`config.mk`:
```
export PLATFORM = sky130hd
export DESIGN_NAME = mem_stage
export DESIGN_NICKNAME = d
export VERILOG_FILES = /design/src/rtl/core_pkg.sv /design/src/rtl/mem_handshake.sv /design/src/rtl/mem_stage.sv
export SDC_FILE = /design/constraint.sdc
export NUM_CORES = 1
export LEC_CHECK = 0
export BUFFER_PORTS_ARGS = -buffer_cell sky130_fd_sc_hd__buf_2
export CORE_ASPECT_RATIO = 1.75
export CORE_MARGIN = 2
export CORE_UTILIZATION = 40
export CTS_CLUSTER_DIAMETER = 100
export DETAILED_ROUTE_END_ITERATION = 10
export GPL_ROUTABILITY_DRIVEN = 0
export PLACE_DENSITY = 0.69
export RECOVER_POWER = 50
export SYNTH_ARGS = -nofsm -noshare
export SYNTH_HDL_FRONTEND = slang
export SYNTH_SLANG_ARGS = --single-unit
```
`constraint.sdc`:
```
create_clock -name clk -period 4.35 [get_ports clk]
set_clock_uncertainty 0.15 [all_clocks]
set_input_delay 0.2175 -clock clk [delete_from_list [all_inputs] [get_ports clk]]
set_output_delay 0.2175 -clock clk [all_outputs]
set_load 0.02 [all_outputs]
```
`src/rtl/core_pkg.sv`:
```
// Shared definitions for the 16-bit pipelined core: widths, opcodes,
// memory-stage FSM states and the memory-op decode helper.
package core_pkg;

  localparam int DATA_W = 16;
  localparam int ADDR_W = 16;
  localparam int CTRL_W = 5;
  localparam int IDX_W  = 5;

  // Opcodes occupy control[3:0]
  localparam logic [3:0] OP_NOP    = 4'b0000;
  localparam logic [3:0] OP_SUB    = 4'b0001;
  localparam logic [3:0] OP_ADD    = 4'b0010;
  localparam logic [3:0] OP_ADDI   = 4'b0011;
  localparam logic [3:0] OP_SHLLI  = 4'b0100;
  localparam logic [3:0] OP_SHRLI  = 4'b0101;
  localparam logic [3:0] OP_JUMP   = 4'b0110;
  localparam logic [3:0] OP_JUMPL  = 4'b0111;
  localparam logic [3:0] OP_JUMPG  = 4'b1000;
  localparam logic [3:0] OP_JUMPE  = 4'b1001;
  localparam logic [3:0] OP_JUMPNE = 4'b1010;
  localparam logic [3:0] OP_CMP    = 4'b1011;
  localparam logic [3:0] OP_LOAD   = 4'b1100;
  localparam logic [3:0] OP_LOADI  = 4'b1101;
  localparam logic [3:0] OP_STORE  = 4'b1110;
  localparam logic [3:0] OP_MOV    = 4'b1111;

  // Control word written into the writeback latch for a bubble
  localparam logic [CTRL_W-1:0] CTRL_NOP = '0;

  typedef enum logic {
    IDLE = 1'b0,
    WAIT = 1'b1
  } mem_state_t;

  // Only LOAD and STORE touch data memory; LOADI is an immediate move
  function automatic logic is_mem_op(input logic [3:0] op);
    return (op == OP_LOAD) || (op == OP_STORE);
  endfunction

endpackage

```
`src/rtl/mem_handshake.sv`:
```
// Data-memory request/ack handshake: IDLE/WAIT FSM, held request
// registers, timeout counter and sticky timeout error flag.
//
// Handshake: mem_req rises on the edge after issue and stays high, with
// mem_we/mem_addr/mem_wdata frozen, until the edge following the cycle
// in which mem_ack is sampled high (one-cycle pulse) or the access times
// out. mem_ack is only meaningful in WAIT; it is ignored in IDLE.
module mem_handshake
  import core_pkg::*;
#(
  parameter int ADDR_W  = core_pkg::ADDR_W,
  parameter int DATA_W  = core_pkg::DATA_W,
  parameter int TIMEOUT = 255
) (
  input  logic              clk,
  input  logic              reset,
  input  logic              issue,
  input  logic              issue_we,
  input  logic [ADDR_W-1:0] issue_addr,
  input  logic [DATA_W-1:0] issue_wdata,
  input  logic              mem_ack,
  output logic              mem_req,
  output logic              mem_we,
  output logic [ADDR_W-1:0] mem_addr,
  output logic [DATA_W-1:0] mem_wdata,
  output logic              mem_err,
  output mem_state_t        state,
  output logic              complete,
  output logic              expire
);

  localparam int CNT_W = $clog2(TIMEOUT + 1);
  localparam logic [CNT_W-1:0] CNT_LAST = CNT_W'(TIMEOUT - 1);

  mem_state_t       state_next;
  logic [CNT_W-1:0] cnt;

  // State register
  always_ff @(posedge clk) begin
    if (reset) state <= IDLE;
    else       state <= state_next;
  end

  // Next-state: issue moves to WAIT; ack or timeout returns to IDLE
  always_comb begin
    state_next = state;
    case (state)
      IDLE:    if (issue) state_next = WAIT;
      WAIT:    if (complete || expire) state_next = IDLE;
      default: state_next = IDLE;
    endcase
  end

  // FSM outputs: ack wins over a coincident timeout
  always_comb begin
    complete = 1'b0;
    expire   = 1'b0;
    if (state == WAIT) begin
      complete = mem_ack;
      expire   = !mem_ack && (cnt == CNT_LAST);
    end
  end

  // Request registers and wait counter
  always_ff @(posedge clk) begin
    if (reset) begin
      mem_req   <= 1'b0;
      mem_we    <= 1'b0;
      mem_addr  <= '0;
      mem_wdata <= '0;
      cnt       <= '0;
    end else if (state == IDLE && issue) begin
      mem_req   <= 1'b1;
      mem_we    <= issue_we;
      mem_addr  <= issue_addr;
      mem_wdata <= issue_wdata;
      cnt       <= '0;
    end else if (complete || expire) begin
      mem_req   <= 1'b0;
    end else if (state == WAIT) begin
      cnt       <= cnt + CNT_W'(1);
    end
  end

  // Sticky timeout flag, cleared only by reset
  always_ff @(posedge clk) begin
    if (reset)       mem_err <= 1'b0;
    else if (expire) mem_err <= 1'b1;
  end

endmodule

```
`src/rtl/mem_stage.sv`:
```
// Memory stage: decodes memory ops, stalls upstream while an access is
// outstanding and drives the registered writeback latch.
module mem_stage
  import core_pkg::*;
#(
  parameter int ADDR_W  = core_pkg::ADDR_W,
  parameter int DATA_W  = core_pkg::DATA_W,
  parameter int TIMEOUT = 255
) (
  input  logic              clk,
  input  logic              reset,
  input  logic [4:0]        control_in,
  input  logic [DATA_W-1:0] result_in,
  input  logic [DATA_W-1:0] store_data_in,
  input  logic [4:0]        dest_index_in,
  input  logic              dest_we_in,
  output logic              stall_out,
  output logic              mem_req,
  output logic              mem_we,
  output logic [ADDR_W-1:0] mem_addr,
  output logic [DATA_W-1:0] mem_wdata,
  input  logic [DATA_W-1:0] mem_rdata,
  input  logic              mem_ack,
  output logic [DATA_W-1:0] wb_data,
  output logic [4:0]        wb_dest,
  output logic              wb_we,
  output logic [4:0]        wb_control,
  output logic              mem_err
);

  mem_state_t state;
  logic       is_mem;
  logic       issue;
  logic       complete;
  logic       expire;

  assign is_mem = is_mem_op(control_in[3:0]);
  assign issue  = (state == IDLE) && is_mem;

  mem_handshake #(
    .ADDR_W  (ADDR_W),
    .DATA_W  (DATA_W),
    .TIMEOUT (TIMEOUT)
  ) u_handshake (
    .clk         (clk),
    .reset       (reset),
    .issue       (issue),
    .issue_we    (control_in[3:0] == OP_STORE),
    .issue_addr  (ADDR_W'(result_in)),
    .issue_wdata (store_data_in),
    .mem_ack     (mem_ack),
    .mem_req     (mem_req),
    .mem_we      (mem_we),
    .mem_addr    (mem_addr),
    .mem_wdata   (mem_wdata),
    .mem_err     (mem_err),
    .state       (state),
    .complete    (complete),
    .expire      (expire)
  );

  // Stall mux: hold upstream on issue and while waiting; release on ack or timeout
  always_comb begin
    stall_out = 1'b0;
    if (state == IDLE) stall_out = is_mem;
    else               stall_out = !complete && !expire;
  end

  // Writeback latch: pass-through, memory completion, or bubble
  always_ff @(posedge clk) begin
    if (reset) begin
      wb_data    <= '0;
      wb_dest    <= '0;
      wb_we      <= 1'b0;
      wb_control <= CTRL_NOP;
    end else if (state == IDLE && !is_mem) begin
      wb_data    <= result_in;
      wb_dest    <= dest_index_in;
      wb_we      <= dest_we_in;
      wb_control <= control_in;
    end else if (complete) begin
      // Upstream has held its latch, so control_in/dest still describe the access
      wb_dest    <= dest_index_in;
      wb_control <= control_in;
      wb_data    <= mem_we ? result_in : mem_rdata;
      wb_we      <= !mem_we;
    end else begin
      wb_we      <= 1'b0;
      wb_control <= CTRL_NOP;
    end
  end

endmodule

```
# Yosys cells after proc, flatten, opt, wreduce, memory -nomap -nowiden
# Index checks and enable logic that the tools add are counted.
dict set report totals {
  register_bits 71
  wordCells 50
  inputBits 62
}
dict set report classes {
  eq_ne 3
  n_reduce_logical 16
  n_mux 17
  bitwise 2
  n_addsub 1
}
# op n
set ops {}
lappend ops {{$mux 16} 3}
lappend ops {{$mux 5} 4}
lappend ops {{$mux 1} 9}
lappend ops {{$add 8x1->8 const B} 1}
lappend ops {{$eq 4x4->1 const B} 2}
lappend ops {{$eq 8x8->1 const B} 1}
lappend ops {{$logic_and 1x1->1} 5}
lappend ops {{$logic_not 1->1} 5}
lappend ops {{$reduce_bool 2->1} 2}
lappend ops {{$logic_or 1x1->1} 2}
lappend ops {{$not 1->1} 2}
lappend ops {{$pmux 1 s2} 1}
lappend ops {{$reduce_and 2->1} 1}
lappend ops {{$reduce_or 2->1} 1}

# Longest topological paths before layout
dict set report logic_depth {
  word_depth 6
  ltp_mapped 6
}

# By module
# From an unflattened synthesis, not the netlist that was laid out.
dict set report hier_totals {
  cells_unflattened 365
  area_unflattened_um2 3105.5
}
# module area_each_um2 cells_each n_inst
set by_module_without_submodules {}
lappend by_module_without_submodules {mem_handshake 1656.6 206 1}
lappend by_module_without_submodules {mem_stage 1448.9 159 1}

# Worst setup path before layout
# Ideal clock, no wire load.
dict set report synth_timing {
  kind {register to register}
  startpoint {register u_handshake.cnt[0]}
  endpoint {register u_handshake.cnt[0]}
  path_stages_with_launch 7
  path_buffers 1
  setup_slack_ns 2.601
  arrival_ns 1.479
  required_time_ns 4.079
  setup_time_ns 0.121
  cell_sequence {dfxtp_1 -> inv_1 -> ha_1 -> and4b_1 -> buf_2 -> a31oi_4 -> mux2_2}
}
dict set report synth_between {
  elab_chain_len 6
  word_cells_on_any_way 7
}
# element line_no
set synth_rtl {}
lappend synth_rtl {{start, declared} mem_handshake.sv:36} ;# logic [CNT_W-1:0] cnt;
lappend synth_rtl {{start signal, assigned} mem_handshake.sv:81} ;# cnt <= cnt + CNT_W'(1);
lappend synth_rtl {{$eq 8x8->1} mem_handshake.sv:60} ;# expire = !mem_ack && (cnt == CNT_LAST);
lappend synth_rtl {{$logic_and 1x1->1} mem_handshake.sv:60}
lappend synth_rtl {{$mux 1} mem_handshake.sv:58} ;# if (state == WAIT) begin
lappend synth_rtl {{$logic_or 1x1->1} mem_handshake.sv:78} ;# end else if (complete || expire) begin
lappend synth_rtl {{$not 1->1 (no source line)} -}
lappend synth_rtl {{$reduce_and 2->1 (no source line)} -}
# Several ways; a longest one is shown, not always the timed one.
# A chain may end at the register's enable or synchronous reset.

# Worst setup path in the final report
dict set report layout_timing {
  startpoint {input reset}
  endpoint {register u_handshake.cnt[2]}
}
dict set report layout_between {
  elab_chain_len 1
}
# element line_no
set layout_rtl {}
lappend layout_rtl {{start, declared} mem_stage.sv:11} ;# input logic reset,
lappend layout_rtl {{$reduce_or 2->1 (no source line)} -}
# Every way passes these cells.

==> results.tsv <==
metric	value	unit
Avg Synthesized Cell Area	9.07	um^2
CTS H-tree lvls	3	
chip width	69.2	um
final hold violation count	0	
CTS tree	built	
cell class contributing the biggest share of worst-path delay	buffers and inverters	
flop-to-flop setup slack	1.95	ns
outcome	finished with violations	
unrepaired setup endpoints after global routing	false	
routed wire length	8670	um
global-route wire length before repair	14200	um
FP Rows	41	
Final ANT Viol Nets	0	
Root Buffer	clkbuf_16	
core area	0.00723	mm^2
Worst-Margin Slew	2.70	ns
Total Routing Usage GR	21.6	%
failing checks	capacitance limit, slew limit	
crit path max-delay cell type	clkbuf_1	
post-cts resize count	0	
worst-skew pair later-pin latency	0.34	ns
flops & latches, synth	71	
area leader, netlist	dfxtp_1	
total chip power	1670	uW
nets@finish	534	
Post-synth EDFFs	0	
initial antenna violation count	0	
Die Y	118	um
FFs w/ async S/R, synth	0	%
crit path time final	3.19	ns
critical-path cell list	clkbuf_1 -> inv_1 -> nand2_1 -> nor3_1	
final setup fails	0	
fillcell total	706	
Post-Synthesis Cell Area	0.00298	mm^2
drt first pass iters	6	
Slew headroom	-79.7	%
post-synthesis sequential area ratio	47.8	%
number of global-route vias before repair	3025	
wire per inst	15.5	um
I/O pin total	125	
Slew Viols, Final	63	
power density over the cells	405	mW/mm^2
share of layout cells above drive strength 1	19.4	%
Sink Count	71	
P_leak	0.00158	uW
Max Cap Viol	1	
total die area	0.00817	mm^2
crit-path max FO	62	
Unique masters post-synth	45	
Crit path largest cell delay	1.87	ns
multi-input logic area	0.00138	mm^2
global route overflow	0	
Antenna Cells	0	
Max Clk Rate	314	MHz
commonest cells after routing, fill and taps aside	dfxtp_1 (71), nand2_1 (70), clkbuf_1 (63)	
Initial Util	41.1	%
First DRT Iteration DRCs	212	
CP startpoint kind	input port	
TritonCTS buffer count	9	
Worst IR Drop VDD	177	uV
via count	2951	
Port Buffer Count	124	
DP HPWL	5660	um
total negative slack	0	ns
WP buf/inv	2	
vias per cell	5.26	
Worst EP required	4.41	ns
register area	0.00142	mm^2
synthesized net count	392	
Post-Syn Instances	328	
WP data arrival	3.25	ns
Max Root-Sink Buffers	2	
maximum number of pins on one net before global-route repair	63	
number of remaining DRC errors	0	
CP Class	input port to flop	
commonest non-fill, non-tap cell in the layout	dfxtp_1	
critical path endpoint category	flop	
Reg clk slew, reported paths	0.05	ns
top_reg_cell synth	dfxtp_1	
largest cells by area after synthesis	dfxtp_1 (48%), a21oi_1 (9.8%), nand2_1 (8.8%)	
Synth warnings	0	
fin crit share	73.3	%
Hold Crit Class	input port to flop	
share of Yosys cell area claimed by the top area cell type	47.8	%
Layout area overhead	38.9	%
worst paths after layout:
| kind | end | from | depth (start not counted) |
|---|---|---|---|
| max | u_handshake.cnt[2] | reset | 4 |
| min | u_handshake.mem_addr[10] | result_in[10] | 3 |
| max reg2reg | u_handshake.cnt[2] | u_handshake.state | 3 |
| min reg2reg | u_handshake.mem_wdata[15] | u_handshake.mem_wdata[15] | 2 |
cells by family after synthesis:
kind of cell             count (synthesis)  share of synthesized area [%]
multiplexers                            19                           6.43
AND/OR/NAND/NOR                        111                           18.3
AO/OA/AOI/OAI                           92                           20.6
adder cells (fa/ha/maj)                  2                          0.841
flip-flops                              71                           47.8
buffers and inverters                   33                           6.10
stage by stage:
step                setup WS, ns  area [um^2]  hold WS (ns)  instances  util [%]
detailed placement          1.94         3560         0.296        512      49.2
global route               0.870         4130        0.0111        561      57.1
floorplan                   2.60         2980         0.203        328         -
CTS                         1.90         4210      0.000270        561      58.2
finish                      1.16         4130       0.00884        561      57.1
global placement            2.02         3560         0.291        512      49.2
flip-flops by register name, indices dropped and copies added, names as in the netlist:
register and flops:
wb_control 5, u_handshake.mem_we 1, u_handshake.mem_addr 16, u_handshake.mem_req 1
u_handshake.mem_err 1, u_handshake.mem_wdata 16, u_handshake.state 1, wb_we 1
wb_data 16, u_handshake.cnt 8, wb_dest 5
Yosys cell counts (3+ instances only):
master / count
a21oi_1: 58
nor2_1: 3
clkbuf_1: 10
or3_1: 3
buf_1: 4
nor3_1: 4
buf_2: 7
dfxtp_1: 71
inv_1: 5
nand3_1: 8
o21ai_0: 5
o221a_1: 14
and3_1: 4
a211oi_1: 4
nand2_1: 70
buf_6: 4
mux2i_1: 18
power breakdown:
group	internal (uW)	switching, uW
Clock	490	276
Sequential	681	20.2
Combinational	87.7	116
metal layers:
layer	up-vias	share of wire, %	track usage (%)
met2	111	53	38.3
met3	26	5.1	4.88
li1	1446	-	-
met5	-	0	0
met1	1368	38	22.4
met4	0	3.7	13.6
final cells by class:
cell class / count / area share [%]
Multi-Input combinational cell: 224 / 33.3
Inverter: 5 / 0.454
Tap cell: 86 / 2.60
Clock inverter: 4 / 1.27
Clock buffer: 12 / 6.45
Timing Repair Buffer: 159 / 21.5
Sequential cell: 71 / 34.4
worst min-delay path: stages:
cell and delay, ns:
buf_2 0.12, nand2_1 0.05, a21oi_1 0.05
repair_timing:
item,4_1_cts,5_1_grt
endpoints found under the setup margin,0,0
hold buffers,33,0
endpoints found under the hold margin,34,0
buffers inserted,0,0
Power figures use the tool's default switching activity.
